$ cat config.mk
export PLATFORM = sky130hd
export DESIGN_NAME = pipe_stage_reg
export DESIGN_NICKNAME = d
export VERILOG_FILES = /design/src/rtl/pipe_stage_reg.sv
export SDC_FILE = /design/constraint.sdc
export NUM_CORES = 1
export LEC_CHECK = 0
export ABC_AREA = 0
export BUFFER_PORTS_ARGS = -buffer_cell sky130_fd_sc_hd__clkbuf_2
export CORE_ASPECT_RATIO = 0.75
export CORE_MARGIN = 1
export CORE_UTILIZATION = 35
export DETAILED_ROUTE_END_ITERATION = 8
export RECOVER_POWER = 25
export SLEW_MARGIN = 20
export SYNTH_ARGS = -nofsm -noshare
export SYNTH_HDL_FRONTEND = slang
export SYNTH_SLANG_ARGS = --single-unit
$ cat constraint.sdc
create_clock -name clk -period 2.9 [get_ports clk]
set_input_delay 0.145 -clock clk [delete_from_list [all_inputs] [get_ports clk]]
set_output_delay 0.145 -clock clk [all_outputs]
set_load 0.02 [all_outputs]
$ cat src/rtl/pipe_stage_reg.sv
// pipe_stage_reg: valid/ready pipeline register with two-entry skid buffer, flush and stall counter
module pipe_stage_reg #(
  parameter int DATA_W = 96,
  parameter logic [DATA_W-1:0] BUBBLE_VAL = '0,
  parameter int CNT_W = 16
) (
  input  logic              clk,
  input  logic              rst,
  input  logic              in_valid,
  output logic              in_ready,
  input  logic [DATA_W-1:0] in_data,
  output logic              out_valid,
  input  logic              out_ready,
  output logic [DATA_W-1:0] out_data,
  input  logic              flush,
  input  logic              cnt_clr,
  output logic [CNT_W-1:0]  stall_cnt
);
  // bit 0 is main_v and bit 1 is skid_v, so both handshake outputs come directly from the state flops
  typedef enum logic [1:0] {EMPTY = 2'b00, FULL = 2'b01, SKID = 2'b11} state_t;
  state_t state, state_n;
  logic [DATA_W-1:0] main_d, main_d_n, skid_d, skid_d_n;
  logic [CNT_W-1:0] cnt_n;
  logic accept, deliver;
  assign out_valid = state[0];
  assign in_ready = ~state[1];
  assign out_data = main_d;
  assign accept = in_valid & in_ready;
  assign deliver = out_valid & out_ready;
  always_comb begin
    state_n = state;
    main_d_n = main_d;
    skid_d_n = skid_d;
    case (state)
      EMPTY: if (accept) begin
        state_n = FULL;
        main_d_n = in_data;
      end
      FULL: if (accept & deliver) main_d_n = in_data;
      else if (accept) begin
        state_n = SKID;
        skid_d_n = in_data;
      end else if (deliver) begin
        state_n = EMPTY;
        main_d_n = BUBBLE_VAL;
      end
      SKID: if (deliver) begin
        state_n = FULL;
        main_d_n = skid_d;
        skid_d_n = BUBBLE_VAL;
      end
      default: state_n = EMPTY;
    endcase
    if (flush) begin
      state_n = EMPTY;
      main_d_n = BUBBLE_VAL;
      skid_d_n = BUBBLE_VAL;
    end
    cnt_n = cnt_clr ? '0 : (out_valid & ~out_ready & ~&stall_cnt) ? stall_cnt + CNT_W'(1) : stall_cnt;
  end
  always_ff @(posedge clk) begin
    if (rst) begin
      state <= EMPTY;
      main_d <= BUBBLE_VAL;
      skid_d <= BUBBLE_VAL;
      stall_cnt <= '0;
    end else begin
      state <= state_n;
      main_d <= main_d_n;
      skid_d <= skid_d_n;
      stall_cnt <= cnt_n;
    end
  end
endmodule

==> qor.csv <==
stage;metric;value;unit
synth;FF+latch count, synth;210;
clock_network;total setup buffers inserted after CTS;0;
critical_path;CP Class;register to register;
timing;post-layout minimum cycle time;2310;ps
synth;count of cell types in the netlist;45;
die;die area;26100;um^2
critical_path;r2r worst-path depth;7;
critical_path;critical path's slowest cell;o21ai_4;
timing;Worst slew margin;0.383;
critical_path;cells along the critical path;inv_1, ha_1, nand3b_4, o21ai_4, buf_4, nand3b_1, a21oi_1;
timing;final period utilization;0.798;
layout;most common cell after layout, fill and taps aside;dfxtp_1;
die;Chip Width;186;um
critical_path;end point of the critical path;skid_d[14]$_SDFFE_PP0P_;
die;starting density of the core;0.357;
layout;Util after Layout;0.482;
placed_design;Routability Congestion;0.836;
clock_network;CTS sink count;210;
synth;register area share after synthesis;0.471;
timing;Hold Slack;142;ps
grt;largest net degree at the start of global routing;79;
die;Core Area;25000;um^2
route;1st-pass router iterations;5;
critical_path;Crit. End Element;register;
pwr;LEAKAGE;0.00439;uW
timing;Slew @ Worst Pin;926;ps
timing;final setup fails;0;
timing;Clock Skews;12.7;ps
clock_network;Hold Buf Count CTS;98;
clock_network;clk root buf;clkbuf_16;
layout;NumNets Final;1361;
critical_path;CP required;3330;ps
min_path;WHS Path Cells;5;
route;DR iter-0 viols;524;
pwr;Clk network pwr share;0.454;
route;routed length per instance;16.1;um
critical_path;WP data arrival;2740;ps
route;WL final;25900;um
timing;Final Hold Fails;0;
pwr;NetSw;1810;uW
synth;Most used DFF post-synth;dfxtp_1;
synth;Post-synth ARST share;0;
synth;Mapped Area;8920;um^2
clock_network;htree depth;1;
pwr;Comb power frac;0.127;
placed_design;placed instance count;1469;
critical_path;RR Endpoint;skid_d[14]$_SDFFE_PP0P_;
clock_network;TritonCTS clock tree;built;
grt;vias in the first global route;8099;
clock_network;Clk pin slew, worst setup/hold paths;60;ps
critical_path;Setup crit start;state[1]$_SDFFE_PP0P_;
placed_design;Detail Placement HPWL;15500;um
pwr;Sw Ratio;0.250;
timing;Max Fclk;0.432;GHz
grt;gr usage total;0.190;
synth;Synth Instances;996;
flow_run;max_cap viols;0;
critical_path;crit start category;register;
grt;total grt overflow;0;
critical_path;critical-path maximum fanout;25;
pwr;Cell Int Power;5420;uW
route;post-route DRC violation count;0;
layout;# fillers;2370;
route;DR vias/cell;5.27;
outcome;status;finished, final reports clean;
grt;initial antenna violation count;1;
clock_network;post-CTS sizing;0;
pwr;register share of total power;0.419;
die;io pins;216;
synth;EDFF count, synth;0;
clock_network;cts bufs inserted;23;
placed_design;port bufs;215;
synth;Warnings, synthesis;0;
pwr;IR drop worst, VDD;0.360;mV
timing;RSZ-0062 raised after global routing;no;
min_path;worst hold path type;input port to register;
layout;most frequent cells in the layout;210 x dfxtp_1, 134 x clkbuf_2, 112 x a21oi_1;
route;Routed Antenna Nets;0;
clock_network;clk_lat worst skew;510;ps
timing;Setup TNS Final;0;ps
clock_network;worst-case clock buffer depth;3;
synth;Synthesized Nets;1103;
die;Die Y-Extent;140;um
grt;first-pass GRT wire length;42000;um
pwr;PD cells;601;nW/um^2
route;Via Count;8481;
die;Rows;50;
critical_path;origin of the critical flop-to-flop path;state[1]$_SDFFE_PP0P_;
timing;Final Max Slew Viols;0;
critical_path;slowest stage delay, CP;730;ps
layout;Syn-to-layout area delta;34.8;%
layout;Final Non-Filler Cells;1610;
critical_path;reg-to-reg slack, setup;590;ps
layout;layout cells sized above 1;0.197;
synth;syn avg cell area;8.96;um^2
[power by group through the flow]
stage | logic [uW] | clock network (uW) | registers (uW)
5_1_grt | 1000 | 3490 | 3040
2_1_floorplan | 437 | 0 | 3180
3_3_place_gp | 825 | 0 | 3090
3_5_place_dp | 828 | 0 | 3090
6_report | 920 | 3280 | 3030
4_1_cts | 938 | 3360 | 3030
[state kept, by name (all words and copies together) (netlist names)]
name	cells
stall_cnt	16
out_data	96
state	2
skid_d	96
[metal layers]
metal,GRT usage,up-vias,part of all wire
met5,0,-,0
met4,0.0526,0,0.018
met3,0.0313,34,0.055
met2,0.306,243,0.45
met1,0.264,4047,0.48
li1,-,4157,-
[metrics by stage]
stage	area [um^2]	worst slack (ps)	power, uW
after global routing	12000	415	7530
after global placement	10300	690	3910
after detailed placement	10300	645	3920
after floorplan	8920	646	3610
after CTS	12100	591	7330
final	12000	586	7230
[worst min-delay path by stage]
stage	start	end	slack, ps
2_1_floorplan	in_data[15]	skid_d[15]$_SDFFE_PP0P_	310
5_1_grt	rst	stall_cnt[4]$_SDFFE_PP0P_	150
3_3_place_gp	in_data[68]	skid_d[68]$_SDFFE_PP0P_	420
6_report	rst	stall_cnt[4]$_SDFFE_PP0P_	140
4_1_cts	rst	stall_cnt[4]$_SDFFE_PP0P_	110
3_5_place_dp	in_data[67]	skid_d[67]$_SDFFE_PP0P_	420
[cell usage after synthesis (2+ instances only)]
master	n	area [um^2]
buf_6	6	67.6
nor3_1	97	485
or3_1	5	31.3
nand2_1	104	390
and3_1	3	18.8
clkbuf_4	2	15.0
nor2_1	100	375
ha_1	5	62.6
o31ai_1	6	45.0
buf_2	26	130
clkbuf_1	64	240
or2_2	2	12.5
a221oi_1	56	490
nand2b_1	2	12.5
or4_1	8	60.1
a21oi_1	112	561
a31oi_1	2	12.5
o21ai_0	10	50.1
nand4_1	6	37.5
buf_4	5	37.5
a221oi_2	40	601
dfxtp_1	210	4200
nand3_1	6	30.0
inv_1	3	11.3
nand3b_1	96	721
[area by class of cell]
class	count	area, um^2	area share
diodes	1	2.50	0.000208
clock buffers	31	676	0.0562
clock inverters	11	184	0.0153
inverters	3	11.3	0.000936
multi-input cells	680	4270	0.355
flip-flops and latches	210	4200	0.349
well taps	338	423	0.0351
repair buffers	336	2270	0.188
[worst max-delay path, delay by kind of cell, from the launching register on]
family	cells	cell delay, ps
and+or+nand+nor	2	270
AOI/OAI and AO/OA	2	890
buffers and inverters	2	440
adders and majority gates	1	310
DFF	1	310
[logic make-up (layout without fill, tap and decap cells)]
group,after synthesis,count (layout),synth area share
adders and majority gates,5,5,0.00701
other,0,1,0
buffers and inverters,106,381,0.0562
AOI/OAI and AO/OA,238,238,0.212
muxes,1,1,0.00112
and+or+nand+nor,436,436,0.253
DFF,210,210,0.471
No activity file was read; power rests on OpenSTA's default activity.
